### src/rtl/out_port_uart_tx.sv
// Memory-mapped UART transmitter: CPU byte writes go into a small FIFO and are sent as 8N1 frames on TxD.
// Optional build macro PARITY_EN adds an even-parity bit between the data bits and the stop bit.
module out_port_uart_tx #(
    parameter logic [7:0] PORT_ADDR    = 8'hF4,
    parameter int         CLKS_PER_BIT = 16,
    parameter int         FIFO_DEPTH   = 4,
    localparam int        CW           = $clog2(FIFO_DEPTH + 1)
) (
    input  logic          clk,
    input  logic          Reset,
    input  logic          WrEn,
    input  logic [7:0]    Address,
    input  logic [7:0]    Datain,
    output logic          TxD,
    output logic          Busy,
    output logic          Full,
    output logic          Empty,
    output logic [CW-1:0] Count,
    output logic          Overflow,
    output logic [2:0]    fsm_state
);

    localparam int         AW        = (FIFO_DEPTH > 1) ? $clog2(FIFO_DEPTH) : 1;
    localparam int         TW        = $clog2(CLKS_PER_BIT);
    localparam logic [7:0] CTRL_ADDR = PORT_ADDR + 8'd1;
    localparam logic [TW-1:0] LAST_TICK = TW'(CLKS_PER_BIT - 1);

    typedef enum logic [2:0] {
        IDLE   = 3'd0,
        START  = 3'd1,
        DATA   = 3'd2,
`ifdef PARITY_EN
        PARITY = 3'd3,
`endif
        STOP   = 3'd4
    } state_t;

    state_t          state;
    logic            tx;
    logic [TW-1:0]   timer;
    logic [2:0]      bit_idx;
    logic [7:0]      shift;
`ifdef PARITY_EN
    logic            parity;
`endif

    logic [7:0]      mem [FIFO_DEPTH];
    logic [AW-1:0]   wptr;
    logic [AW-1:0]   rptr;
    logic [CW-1:0]   count;
    logic            ovf;

    logic            is_data;
    logic            is_ctrl;
    logic            full;
    logic            push;
    logic            pop;
    logic            drop;
    logic            clr;
    logic            tick_last;

    assign is_data   = WrEn && (Address == PORT_ADDR);
    assign is_ctrl   = WrEn && (Address == CTRL_ADDR);
    assign full      = (count == CW'(FIFO_DEPTH));
    assign push      = is_data && !full;
    assign drop      = is_data && full;
    assign clr       = is_ctrl && Datain[0];
    // The transmitter only takes a byte while idle, so a pop always starts a frame.
    assign pop       = (state == IDLE) && (count != '0);
    assign tick_last = (timer == LAST_TICK);

    always_ff @(posedge clk or posedge Reset) begin
        if (Reset) begin
            wptr  <= '0;
            rptr  <= '0;
            count <= '0;
            ovf   <= 1'b0;
        end else begin
            if (push) wptr <= wptr + AW'(1);
            if (pop)  rptr <= rptr + AW'(1);
            case ({push, pop})
                2'b10:   count <= count + CW'(1);
                2'b01:   count <= count - CW'(1);
                default: count <= count;
            endcase
            // A clear on the control address beats a simultaneous drop.
            if (clr)
                ovf <= 1'b0;
            else if (drop)
                ovf <= 1'b1;
        end
    end

    always_ff @(posedge clk) begin
        if (push) mem[wptr] <= Datain;
    end

    always_ff @(posedge clk or posedge Reset) begin
        if (Reset) begin
            state   <= IDLE;
            tx      <= 1'b1;
            timer   <= '0;
            bit_idx <= '0;
            shift   <= '0;
`ifdef PARITY_EN
            parity  <= 1'b0;
`endif
        end else begin
            case (state)
                IDLE: begin
                    tx    <= 1'b1;
                    timer <= '0;
                    if (pop) begin
                        shift  <= mem[rptr];
`ifdef PARITY_EN
                        parity <= ^mem[rptr];
`endif
                        state  <= START;
                        tx     <= 1'b0;
                    end
                end
                START: begin
                    if (tick_last) begin
                        timer   <= '0;
                        bit_idx <= '0;
                        state   <= DATA;
                        tx      <= shift[0];
                    end else begin
                        timer <= timer + TW'(1);
                    end
                end
                DATA: begin
                    if (tick_last) begin
                        timer <= '0;
                        if (bit_idx == 3'd7) begin
`ifdef PARITY_EN
                            state <= PARITY;
                            tx    <= parity;
`else
                            state <= STOP;
                            tx    <= 1'b1;
`endif
                        end else begin
                            bit_idx <= bit_idx + 3'd1;
                            shift   <= {1'b0, shift[7:1]};
                            tx      <= shift[1];
                        end
                    end else begin
                        timer <= timer + TW'(1);
                    end
                end
`ifdef PARITY_EN
                PARITY: begin
                    if (tick_last) begin
                        timer <= '0;
                        state <= STOP;
                        tx    <= 1'b1;
                    end else begin
                        timer <= timer + TW'(1);
                    end
                end
`endif
                STOP: begin
                    tx <= 1'b1;
                    if (tick_last) begin
                        timer <= '0;
                        state <= IDLE;
                    end else begin
                        timer <= timer + TW'(1);
                    end
                end
                default: begin
                    state <= IDLE;
                    tx    <= 1'b1;
                    timer <= '0;
                end
            endcase
        end
    end

    assign TxD       = tx;
    assign Count     = count;
    assign Full      = full;
    assign Empty     = (count == '0);
    assign Overflow  = ovf;
    assign Busy      = (state != IDLE) || (count != '0);
    assign fsm_state = state;

endmodule

### config.mk
export PLATFORM = sky130hd
export DESIGN_NAME = out_port_uart_tx
export DESIGN_NICKNAME = d
export VERILOG_FILES = /design/src/rtl/out_port_uart_tx.sv
export SDC_FILE = /design/constraint.sdc
export NUM_CORES = 1
export LEC_CHECK = 0
export CORE_MARGIN = 2
export CORE_UTILIZATION = 25
export DETAILED_ROUTE_END_ITERATION = 16
export SLEW_MARGIN = 20
export SYNTH_ARGS = -nofsm -noshare
export SYNTH_HDL_FRONTEND = slang
export SYNTH_SLANG_ARGS = --single-unit
### constraint.sdc
create_clock -name clk -period 2.9 [get_ports clk]
set_input_delay 0.58 -clock clk [delete_from_list [all_inputs] [get_ports clk]]
set_output_delay 0.58 -clock clk [all_outputs]
set_load 0.1 [all_outputs]
## Word level (Yosys, flattened, before mapping)

Memories as Yosys holds them, arrays and structs flattened.
Index checks and enable logic that the tools add are counted.

| operators by class | value |
|---|---|
| reduce and logical (&&, ||, !) cells | 21 |
| $lt $le $gt $ge | 0 |
| bitwise operators | 0 |
| div/mod/pow operators | 0 |
| multiplexer cells | 25 |
| equality and inequality tests | 16 |
| add/subtract/negate cells | 6 |
| $mul | 0 |
| shift operators | 0 |

Operator list:

| cell | number |
|---|---|
| $mux 8 | 3 |
| $mux 3 | 7 |
| $eq 8x8->1 const B | 2 |
| $pmux 8 s2 | 1 |
| $ne 2x2->1 const B | 6 |
| $pmux 3 s2 | 2 |
| $pmux 3 s4 | 1 |
| $eq 3x3->1 const B | 3 |
| $mux 1 | 8 |
| $mux 4 | 2 |
| $reduce_and 4->1 | 2 |
| $reduce_bool 2->1 | 4 |
| $add 3x1->3 const B | 2 |
| $logic_and 1x1->1 | 6 |
| $logic_not 3->1 | 2 |
| $reduce_bool 3->1 | 2 |
| $reduce_and 5->1 | 1 |
| $add 2x1->2 const B | 2 |
| $add 4x1->4 const B | 1 |
| $eq 4x4->1 const B | 1 |
| $eq 3x1->1 const B | 1 |
| $eq 3x2->1 const B | 1 |
| $pmux 1 s3 | 1 |
| $reduce_or 3->1 | 1 |
| other kinds (6) | 6 |

| word-level totals | value |
|---|---|
| memories kept | 1 |
| ROM bits | 0 |
| register bits | 27 |
| RAM bits | 32 |
| latch bits | 0 |

Memory list:

| memory | depth | bits a word | rd ports | clocked after memory_dff | write ports | line | text |
|---|---|---|---|---|---|---|---|
| mem | 4 | 8 | 1 | 0 | 1 | 47 | `logic [7:0] mem [FIFO_DEPTH];` |

## Longest topological paths before layout

| logic depth | value |
|---|---|
| depth after elaboration | 5 |
| mapped depth | 10 |

## Worst setup path after synthesis

Ideal clock, no wire load.

| path | value |
|---|---|
| path type | register to register |
| start point | register count[0] (netlist: Count[0]) |
| end point | register count[2] (netlist: Count[2]) |
| required time | 2738 ps |
| stages on the path, launching flop included | 11 |
| path slack | -415 ps |
| data arrival time | 3153 ps |
| clock period less this slack | 3315 ps |
| cell sequence | dfrtp_1 or3_4 inv_1 nor4_1 buf_2 ha_1 inv_1 fa_1 xor2_1 nor2_1 xor2_1 |

| between the ends | value |
|---|---|
| elaborated cells on any way between the ends | 11 |

RTL lines:

| element | line | text |
|---|---|---|
| start, declared | 50 | `logic [CW-1:0] count;` |
| start signal, assigned | 82 | `2'b10: count <= count + CW'(1);` |
| start signal, assigned | 83 | `2'b01: count <= count - CW'(1);` |
| start signal, assigned | 84 | `default: count <= count;` |
| $reduce_bool 3->1 * | 69 | `assign pop = (state == IDLE) && (count != '0);` |
| $logic_and 1x1->1 * | 69 |  |
| named net pop | 57 | `logic pop;` |
| $eq 2x1->1 or $eq 2x2->1 (tied branches) | 81 | `case ({push, pop})` |
| $pmux 3 s2 or $reduce_bool 2->1 (tied branches) | n/a |  |

The timed path passes the listed nets; every way through them passes the cells marked *.
A chain may end at the register's enable or synchronous reset.

## Worst setup path after layout

| path | value |
|---|---|
| start point | register count[2] (netlist: Count[2]) |
| end point | output port Busy |

| between the ends | value |
|---|---|
| word-level cells in the longest chain between the ends | 2 |

Ends and longest elaborated chain:

| element | line | text |
|---|---|---|
| $reduce_bool 3->1 | 186 | `assign Busy = (state != IDLE) \|\| (count != '0);` |
| $logic_or 1x1->1 | 186 |  |
| end, declared | 15 | `output logic Busy,` |

No other way between the ends.

==> impl_metrics.json <==
{
  "h-tree-depth": 3,
  "grt_antenna_before_repair": 0,
  "synthFlopType": "edfxtp_1",
  "p_sw_share_pct": 39.5,
  "postRouteAntennaNets": 0,
  "vdd_drop_max_mv": 0.469,
  "start_util_pct": 25.6,
  "pwr-share-comb_pct": 35.1,
  "fin_crit_sh_pct": 87.0,
  "core.rowCount": 37,
  "die-area_um2": 11300,
  "yosys-top-cells-area": "edfxtp_1, dfrtp_1, mux4_2",
  "sequentialPowerShare_pct": 39.4,
  "first_iter_violations": 63,
  "routed_wl_mm": 4.82,
  "viasPerCell": 4.42,
  "yosys_warnings": 0,
  "synth.ff_latch_count": 59,
  "insertion_delay_ns": 0.34,
  "cts_buffer_depth": 2,
  "ctsRootBufferMaster": "clkbuf_8",
  "synth_cell_types": 46,
  "syn-cell-area_um2": 2630,
  "finish.utilization_pct": 32.6,
  "fmax_mhz": 397,
  "synth-edff-count": 32,
  "syn_to_final_growth_pct": 27.4,
  "rsz0062_at_grt": "false",
  "syn_area_per_cell_um2": 14.1,
  "clkTransAtPathRegs_ns": 0.08,
  "grt_pass1_wl_mm": 8.10,
  "synth_nets": 214,
  "switchingPower_mw": 1.22,
  "cp.required_ns": 2.32,
  "hold_viol": 0,
  "cts_tree": "built",
  "worstSetupStartpointType": "flip-flop",
  "p_leak_nw": 1.29,
  "mostFrequentLayoutCells": "edfxtp_1, dfrtp_1, clkdlybuf4s50_1, buf_4, inv_1",
  "tightest_slew_ns": 0.565,
  "async_flop_share_pct": 45.8,
  "n_antenna_cell": 0,
  "gp_congestion": 0.706,
  "criticalPathCategory": "flip-flop to output port",
  "cp-end-kind": "output port",
  "p_per_area_nw_per_um2": 922,
  "fp.coreArea_um2": 10300,
  "nets": 254,
  "post-cts-setup-buffer-count": 0,
  "synthCells": 186,
  "yosysTopAreaCell": "edfxtp_1",
  "clkPwrFrac_pct": 25.5,
  "yosysTopAreaCellShare_pct": 36.6,
  "yosysSeqAreaShare_pct": 62.3,
  "final_common_cell": "edfxtp_1",
  "ioPinCount": 30,
  "die_w_um": 107,
  "portBuffers": 29,
  "cts.sinks": 59,
  "min_period_ns": 2.52,
  "post-place-cells": 351,
  "status": "completed",
  "holdCritPathClass": "flip-flop to flip-flop",
  "grt_pass1_vias": 1646,
  "post_layout_nonfiller_instances": 367,
  "setup_viol": 0,
  "tns_ns": 0,
  "cts_hold_buf": 0,
  "layout-drive-gt1-share_pct": 25.1,
  "die_h_um": 107,
  "cp_max_fo": 4,
  "cts_resized": 0,
  "intPower_mw": 1.87,
  "cap_violations": 0,
  "numCtsBuffers": 9,
  "routedWlPerCell_um": 13.1,
  "fin_skew_ns": 0.00749,
  "arrival_ns": 1.94,
  "grt_util_all_layers_pct": 9.39,
  "slew_headroom_pct": 62.3,
  "drc": 0,
  "overflow": 0,
  "grt_max_degree": 28,
  "dp_hpwl_mm": 3.30,
  "vias": 1621,
  "slew_viol_final": 0,
  "drt_pass1_iterations": 4
}
==> logic make-up (layout without fill, tap and decap cells) <==
group	after synthesis	in the layout	synth area share (%)
xor gates and xnor gates	8	8	2.67
muxes	11	11	8.24
adders and majority gates	9	9	4.57
and+or+nand+nor	46	46	10.5
buffers and inverters	22	67	3.95
AOI/OAI and AO/OA	31	31	7.71
DFF	59	59	62.3
==> worst max-delay path, cell delays in order (launching register included) <==
cell,delay (ns)
dfrtp_4,0.51
or3_4,0.41
or4_4,0.43
buf_4,0.25
==> state kept, by name, summed over array words and instances (netlist names) <==
| signal | flops |
|---|---|
| wptr | 2 |
| fsm_state | 3 |
| Count | 3 |
| TxD | 1 |
| shift | 8 |
| Overflow | 1 |
| rptr | 2 |
| timer | 4 |
| bit_idx | 3 |
| mem | 32 |
==> layout make-up <==
class	count	area [µm²]
Clock buffer	9	124
Clock inverter	7	83.8
Fill cell	1057	6930
Inverter	13	48.8
Multi-Input combinational cell	105	892
Sequential cell	59	1650
Tap cell	136	170
Timing Repair Buffer	38	380
==> through the flow <==
| stage | hold WS [ns] | power, mW | cell area [µm²] | worst slack (ns) |
|---|---|---|---|---|
| after floorplan | 0.453 | 2.10 | 2640 | 0.00784 |
| after global placement | 0.466 | 2.30 | 3140 | 0.118 |
| after detailed placement | 0.481 | 2.33 | 3140 | 0.0492 |
| after CTS | 0.496 | 3.13 | 3350 | 0.342 |
| after global routing | 0.514 | 3.27 | 3350 | 0.264 |
| final | 0.493 | 3.09 | 3350 | 0.378 |
==> final timing paths <==
path,from,end,slack (ns),cells after the start
max,Count[2],Busy,0.38,3
min,bit_idx[2],bit_idx[2],0.49,2
max reg2reg,fsm_state[2],Count[2],0.70,7
min reg2reg,bit_idx[2],bit_idx[2],0.49,2
max in group asynchronous,Reset,TxD,2.00,3
min in group asynchronous,Reset,Count[0],0.59,3
==> Yosys cell counts (2+ instances only) <==
cell,instances
xor2_1,4
buf_2,2
a31oi_1,2
or4_4,2
nand2_1,7
buf_4,3
dfrtp_1,26
a22oi_1,7
and2_1,4
inv_1,13
o21ai_0,4
mux4_2,8
ha_1,8
clkbuf_1,3
nor4_1,2
edfxtp_1,32
xnor2_1,4
nand2b_1,2
nand3_1,3
nor2_1,7
or3b_1,2
nor3_1,8
o31ai_1,2
a21oi_1,9
==> power groups by stage <==
stage / Clock (mW) / Sequential (mW) / Combinational, mW
2_1_floorplan: 0 / 1.40 / 0.693
3_3_place_gp: 0 / 1.24 / 1.06
3_5_place_dp: 0 / 1.23 / 1.10
4_1_cts: 0.809 / 1.22 / 1.10
5_1_grt: 0.844 / 1.25 / 1.18
6_report: 0.786 / 1.22 / 1.08
==> layer usage <==
layer	vias to the layer above	part of all wire, %	track usage, %
met2	35	50	15.3
met5	-	0	0
met1	806	44	11.1
li1	774	-	-
met4	0	1.6	4.45
met3	6	4.9	3.31
Note: power is estimated with default switching activity, not from simulation.
